### config.mk
export PLATFORM = sky130hd
export DESIGN_NAME = cache_mem_arbiter
export DESIGN_NICKNAME = d
export VERILOG_FILES = /design/src/rtl/cache_mem_arbiter_pkg.sv /design/src/rtl/cache_mem_arbiter.sv
export SDC_FILE = /design/constraint.sdc
export NUM_CORES = 1
export LEC_CHECK = 0
export BUFFER_PORTS_ARGS = -buffer_cell sky130_fd_sc_hd__buf_2
export CAP_MARGIN = 20
export CORE_AREA = 8 8 98 100
export DETAILED_ROUTE_END_ITERATION = 6
export DIE_AREA = 0 0 106 108
export SYNTH_ARGS = -nofsm -noshare
export SYNTH_HDL_FRONTEND = slang
export SYNTH_SLANG_ARGS = --single-unit
export TNS_END_PERCENT = 1
### constraint.sdc
create_clock -name CLK -period 1.7 [get_ports CLK]
set_input_delay 0.255 -clock CLK [delete_from_list [all_inputs] [get_ports CLK]]
set_output_delay 0.255 -clock CLK [all_outputs]
set_load 0.05 [all_outputs]
### src/rtl/cache_mem_arbiter_pkg.sv
`default_nettype none
// ============================================================================
// Module  : cache_mem_arbiter_pkg
// Brief   : Shared word, RAM-status and arbiter-state types for cache_mem_arbiter.
// Rev     : 1.0  initial release
// ============================================================================
package cache_mem_arbiter_pkg;

    typedef logic [31:0] word_t;

    typedef enum logic [1:0] {
        FREE   = 2'd0,
        BUSY   = 2'd1,
        ACCESS = 2'd2,
        ERROR  = 2'd3
    } ramstate_t;

    typedef enum logic [1:0] {
        IDLE   = 2'd0,
        DGRANT = 2'd1,
        IGRANT = 2'd2
    } arb_state_t;

    // RAM is word addressed on a byte bus: the byte offset is always zero.
    function automatic word_t word_align(input word_t a);
        return a & 32'hFFFF_FFFC;
    endfunction

endpackage
`default_nettype wire

### src/rtl/cache_mem_arbiter.sv
`default_nettype none
// ============================================================================
// Module  : cache_mem_arbiter
// Brief   : Shares one single-port RAM between an icache and a dcache; dcache
//           has priority, a saturating starvation counter bounds icache stall.
// Rev     : 1.0  initial release
// ============================================================================
module cache_mem_arbiter
    import cache_mem_arbiter_pkg::*;
#(
    parameter int unsigned STARVE_MAX = 4,
    parameter word_t       ERR_WORD   = 32'hBAD1BAD1
) (
    input  logic      CLK,
    input  logic      RST,
    input  logic      iREN,
    input  word_t     iaddr,
    input  logic      dREN,
    input  logic      dWEN,
    input  word_t     daddr,
    input  word_t     dstore,
    output logic      iwait,
    output word_t     iload,
    output logic      dwait,
    output word_t     dload,
    output logic      ramREN,
    output logic      ramWEN,
    output word_t     ramaddr,
    output word_t     ramstore,
    input  word_t     ramload,
    input  ramstate_t ramstate,
    output logic      ram_err
);

    localparam int unsigned    SW         = (STARVE_MAX < 1) ? 1 : $clog2(STARVE_MAX + 1);
    localparam logic [SW-1:0]  STARVE_TOP = SW'(STARVE_MAX);

    arb_state_t    state_q, state_d;
    logic [SW-1:0] starve_q, starve_d;
    logic          ram_err_q, ram_err_d;

    logic  dreq;
    logic  done;
    word_t rdata;

    assign dreq    = dREN | dWEN;
    assign done    = (ramstate == ACCESS) || (ramstate == ERROR);
    assign rdata   = (ramstate == ERROR) ? ERR_WORD : ramload;
    assign ram_err = ram_err_q;

    always_ff @(posedge CLK) begin
        if (RST) begin
            state_q   <= IDLE;
            starve_q  <= '0;
            ram_err_q <= 1'b0;
        end else begin
            state_q   <= state_d;
            starve_q  <= starve_d;
            ram_err_q <= ram_err_d;
        end
    end

    always_comb begin
        state_d   = state_q;
        starve_d  = starve_q;
        ram_err_d = ram_err_q;
        iwait     = 1'b1;
        dwait     = 1'b1;
        iload     = '0;
        dload     = '0;
        ramREN    = 1'b0;
        ramWEN    = 1'b0;
        ramaddr   = '0;
        ramstore  = '0;

        case (state_q)
            IDLE: begin
                if (dreq && !(iREN && (starve_q == STARVE_TOP))) begin
                    state_d = DGRANT;
                end else if (iREN) begin
                    state_d = IGRANT;
                end
                if (!iREN) begin
                    starve_d = '0;
                end
            end

            DGRANT: begin
                // A dropped request aborts silently: nothing driven, counter untouched.
                if (!dreq) begin
                    state_d = IDLE;
                end else begin
                    ramaddr  = word_align(daddr);
                    ramstore = dstore;
                    ramWEN   = dWEN;
                    ramREN   = dREN & ~dWEN;
                    if (done) begin
                        dwait   = 1'b0;
                        dload   = rdata;
                        state_d = IDLE;
                        if (iREN && (starve_q != STARVE_TOP)) begin
                            starve_d = starve_q + 1'b1;
                        end
                        if (ramstate == ERROR) begin
                            ram_err_d = 1'b1;
                        end
                    end
                end
            end

            IGRANT: begin
                if (!iREN) begin
                    state_d = IDLE;
                end else begin
                    ramaddr = word_align(iaddr);
                    ramREN  = 1'b1;
                    if (done) begin
                        iwait    = 1'b0;
                        iload    = rdata;
                        state_d  = IDLE;
                        starve_d = '0;
                        if (ramstate == ERROR) begin
                            ram_err_d = 1'b1;
                        end
                    end
                end
            end

            default: state_d = IDLE;
        endcase

        // While reset is held the in-flight grant is being discarded: show reset values.
        if (RST) begin
            iwait    = 1'b1;
            dwait    = 1'b1;
            iload    = '0;
            dload    = '0;
            ramREN   = 1'b0;
            ramWEN   = 1'b0;
            ramaddr  = '0;
            ramstore = '0;
        end
    end

endmodule
`default_nettype wire
* Word level (Yosys, flattened, before mapping) *
Cells that the tools add are included.
W data, S select, Z words.

storage, ports and cells
  register bits after elaboration = 6
  output and inout bits = 133

cells by class
  add/sub/neg operators = 1
  equality and inequality tests = 13
  mux-type cells = 47
  bitwise logic cells = 3
  reduce and logical (&&, ||, !) cells = 10

operators by type and width
  cell                   count
  $mux W32               14
  $pmux W32 S2           1
  $mux W3                6
  $mux W1                17
  $ne A2 B2 Y1 const B   6
  $mux W2                5
  $pmux W3 S3            1
  $reduce_and A7 Y1      1
  $eq A2 B2 Y1 const B   3
  $ne A3 B3 Y1 const B   2
  $pmux W2 S3            1
  $pmux W1 S2            2
  $add A3 B1 Y3 const B  1
  $eq A3 B3 Y1 const B   1
  $logic_and A1 B1 Y1    3
  $reduce_and A3 Y1      1
  $reduce_bool A3 Y1     1
  $eq A2 B1 Y1 const B   1
  $logic_not A2 Y1       1
  $reduce_bool A2 Y1     1
  $and A1 B1 Y1          1
  $logic_not A1 Y1       1
  $logic_or A1 B1 Y1     1
  $not A1 Y1             1
  $or A1 B1 Y1           1

* Depth between registers and ports, before layout *
  depth in word-level cells = 6
  depth in mapped cells = 7

* Least setup slack after synthesis *
No wires, ideal clock.

  path type = reg-to-output
  start = reg state_q[0]
  end = out iload[22]
  data arrival time = 2.172 ns
  setup slack = -0.727 ns
  stages on the path, launching flop included = 8
  cell sequence = dfxtp_1 > inv_1 > ha_1 > and2_2 > clkbuf_1 > nand2_1 > clkbuf_1 > nor2_1

on the way
  cells in the longest elaborated chain, start to end = 3

ends and longest elaborated chain
  item                      RTL line                  RTL
  start: declaration        cache_mem_arbiter.sv:38   arb_state_t state_q, state_d;
  start signal: assignment  cache_mem_arbiter.sv:57   state_q <= state_d;
  $eq A2 B2 Y1              cache_mem_arbiter.sv:76   case (state_q)
  $mux W32                  cache_mem_arbiter.sv:76
  $mux W32                  cache_mem_arbiter.sv:133  if (RST) begin
  end: declaration          cache_mem_arbiter.sv:23   output word_t iload,

No other way between the ends.

* Worst setup path after layout *
  start = reg state_q[0]
  end = out ramstore[26]

on the way
  cells in the longest elaborated chain, start to end = 3

ends and longest elaborated chain
  item              RTL line                  RTL
  $eq A2 B1 Y1      cache_mem_arbiter.sv:76
  $mux W32          cache_mem_arbiter.sv:76
  $mux W32          cache_mem_arbiter.sv:133
  end: declaration  cache_mem_arbiter.sv:29   output word_t ramstore,

No other way between the ends.

==> impl_metrics.env <==
export IMPL_synth_most_common_cell="nor2_1"
export IMPL_setup_worst_path_class="reg -> out"
export IMPL_yosysWarnings=0
export IMPL_start_util_pct=19.1
export IMPL_cap_violations=0
export IMPL_yosys_area_share_xor_xnor_pct=0
export IMPL_synthesis_area_um2=1540
export IMPL_rows=33
export IMPL_finalSetupViolCount=129
export IMPL_numCtsBuffers=3
export IMPL_crit_path_end_kind="primary output"
export IMPL_ios=268
export IMPL_regArea_um2=125
export IMPL_critPathTopFamily="simple AND/OR/NAND/NOR gates"
export IMPL_comb_power_share_pct=76.2
export IMPL_critPathLaunchType="flop"
export IMPL_hold_viol=0
export IMPL_yosys_top_cells_area="nor2_1 29%, a22oi_1 15%, and2_1 13%"
export IMPL_path_buf_inv=3
export IMPL_synthAdderAreaFrac_pct=5.70
export IMPL_power_total_mw=1.56
export IMPL_grt_pass1_wl_um=15400
export IMPL_wl_per_cell_um=18.6
export IMPL_core_um2=8050
export IMPL_status="finished with violations"
export IMPL_clockBufferDepth=2
export IMPL_cp_slowest_cell="dfxtp_4"
export IMPL_finalWorstSetupSlack_ns=-0.245
export IMPL_p_int_mw=0.810
export IMPL_synth_seq_cells=6
export IMPL_yosys_area_share_simple_pct=54.0
export IMPL_htree_levels=1
export IMPL_seqPwrFrac_pct=10.1
export IMPL_netlist_instances=279
export IMPL_vias=3141
export IMPL_p_sw_mw=0.751
export IMPL_io_buffers=261
export IMPL_grt_ovfl_total=0
export IMPL_diodes=0
export IMPL_area_delta_synth_final_pct=229
export IMPL_violations="negative setup slack"
export IMPL_synth_top_family_by_area="simple AND/OR/NAND/NOR gates"
export IMPL_nets=704
export IMPL_synth_enable_flop_cells=0
export IMPL_postRouteAntennaNets=0
export IMPL_power_static_leakage_nw=2.30
export IMPL_ys_flop_type="dfxtp_1"
export IMPL_die_h_um=108
export IMPL_p_clk_share_pct=13.6
export IMPL_antenna_found_initial=0
export IMPL_totalWireLength_um=12400
export IMPL_synth_compound_area_share_pct=23.8
export IMPL_hold_path_class="in -> reg"
export IMPL_place_ws_ns=-0.105
export IMPL_grt_max_degree=33
export IMPL_grt_pass1_vias=3039
export IMPL_ir_drop_mv=0.484
export IMPL_place_gp_congestion=0.814
export IMPL_yosys_top_cells_count="119 x nor2_1, 33 x and2_1, 30 x a22oi_1, 19 x nand2_1, 16 x clkbuf_1"
export IMPL_setup_tns_ns=-19.84
export IMPL_dpl_cell_area_um2=3470
export IMPL_post_dp_hpwl_um=8060
export IMPL_critPathRequiredTime_ns=1.44
export IMPL_cts_tree="built"
export IMPL_ctsRootBufferMaster="clkbuf_8"
export IMPL_ys_types=32
export IMPL_yosysTopAreaCellShare_pct=29.0
export IMPL_muxShareOfSynthArea_pct=0
export IMPL_rsz0062_at_grt="true"
export IMPL_fin_crit_sh_pct=114
export IMPL_critPathMaxStageDelay_ns=0.38
export IMPL_slew_headroom_pct=65.7
export IMPL_drive_gt1_share_pct=82.3
export IMPL_drt_vias_per_instance=4.72
export IMPL_skew_ns=0.00344
export IMPL_fp_dieArea_um2=11400
export IMPL_multi_input_area_um2=1970
export IMPL_yosysSeqAreaShare_pct=7.81
export IMPL_fill_cells=641
export IMPL_synth_top_cell_by_area="nor2_1"
export IMPL_crit_chain="ha_4 -> inv_2 -> nor3_4 -> clkbuf_16 -> and2_1 -> buf_6"
export IMPL_track_usage_pct=16.0
export IMPL_worst_slew_pin_slew_ns=0.513
export IMPL_clock_sinks=6
export IMPL_clk_pin_slew_worst_paths_ns=0.04
export IMPL_fmax_mhz=514
export IMPL_worstPathArrival_ns=1.69
export IMPL_final_core_utilization_pct=62.8
export IMPL_clk_latency_ns=0.22
export IMPL_drc_errors=0
export IMPL_async_flop_share_pct=0
export IMPL_dr_pass1_iters=4
export IMPL_die_x_um=106
export IMPL_drt_iter0_drc=93
export IMPL_post_route_min_period_ns=1.95
export IMPL_fin_area_um2=5060
export IMPL_p_sw_share_pct=48.1
export IMPL_avgSynthCellArea_um2=5.51
export IMPL_pwr_density_cell_nw_per_um2=309
export IMPL_path_max_fanout=8
export IMPL_maxSlewViolCount=0
routing by layer:
| layer | wire length, um | global-route usage (%) | vias up | part of all wire (%) |
|---|---|---|---|---|
| li1 | - | - | 1481 | - |
| met5 | 0 | 0 | - | 0 |
| met2 | 7030 | 32.0 | 159 | 57 |
| met4 | 237 | 2.51 | 0 | 1.9 |
| met1 | 4110 | 15.9 | 1479 | 33 |
| met3 | 975 | 4.94 | 22 | 7.9 |
timing repair:
| item | CTS | global route |
|---|---|---|
| pin swaps | 8 | 43 |
| buffers inserted | 0 | 2 |
| setup endpoints to repair | 133 | 133 |
| gates cloned | 0 | 10 |
| resized for setup | 208 | 183 |
| hold buffers | 0 | 0 |
power groups by stage:
stage | Clock (mW) | Combinational (mW) | Sequential [mW]
floorplan | 0 | 0.526 | 0.162
global placement | 0 | 0.872 | 0.156
detailed placement | 0 | 0.882 | 0.156
CTS | 0.220 | 0.971 | 0.155
global route | 0.236 | 1.26 | 0.159
finish | 0.213 | 1.19 | 0.158
flip-flops by register name, indices dropped and copies added, names as in the netlist:
name	cells
ram_err	1
starve_q	3
state_q	2
kinds of logic after synthesis:
logic type,count (synthesis)
compound gates,49
flops,6
fa+ha+maj,7
other cells,1
simple gates,185
buf+inv,31
worst paths after layout:
check                     startpoint                  endpoint  slack, ns  depth (start not counted)
max          state_q[0]$_SDFFE_PP0P_              ramstore[26]      -0.25                          6
min                              RST      ram_err$_SDFFE_PP0P_       0.32                          2
max reg2reg  state_q[1]$_SDFFE_PP0P_  starve_q[2]$_SDFFE_PP0P_       0.03                          8
min reg2reg     ram_err$_SDFFE_PP0P_      ram_err$_SDFFE_PP0P_       0.48                          2
per-stage QoR:
| stage | instances | hold slack (ns) |
|---|---|---|
| final | 665 | 0.316 |
| after floorplan | 280 | 0.469 |
| after global routing | 665 | 0.316 |
| after detailed placement | 650 | 0.472 |
| after global placement | 650 | 0.460 |
| after CTS | 653 | 0.283 |
layout make-up:
class / count / area share, %
timing repair buffer: 302 / 54.7
multi-input combinational: 243 / 39.0
tap: 105 / 2.60
sequential: 6 / 2.47
clock buffer: 3 / 0.816
inverter: 6 / 0.495
cells in the final DEF, fill, tap and decap left out, types with 2 or more instances in the layout:
master / synthesis / routed
clkbuf_8: 0 / 3
nand2_1: 19 / 17
ha_4: 0 / 3
buf_6: 0 / 95
o2bb2ai_1: 3 / 3
and2_1: 33 / 9
nor2b_1: 2 / 2
buf_4: 2 / 27
inv_1: 6 / 3
inv_2: 0 / 2
nand2b_1: 3 / 2
buf_12: 0 / 8
nand2_8: 1 / 2
conb_1: 1 / 2
and2_4: 0 / 25
nor2_1: 119 / 39
buf_8: 0 / 35
nor3_4: 0 / 2
o21ai_0: 2 / 2
a21oi_1: 5 / 4
dfxtp_1: 6 / 4
nor2_4: 0 / 29
nor2_2: 0 / 51
ha_1: 7 / 4
buf_2: 4 / 131
a22oi_2: 0 / 30
clkbuf_16: 0 / 6
(Power assumes the default switching activity.)
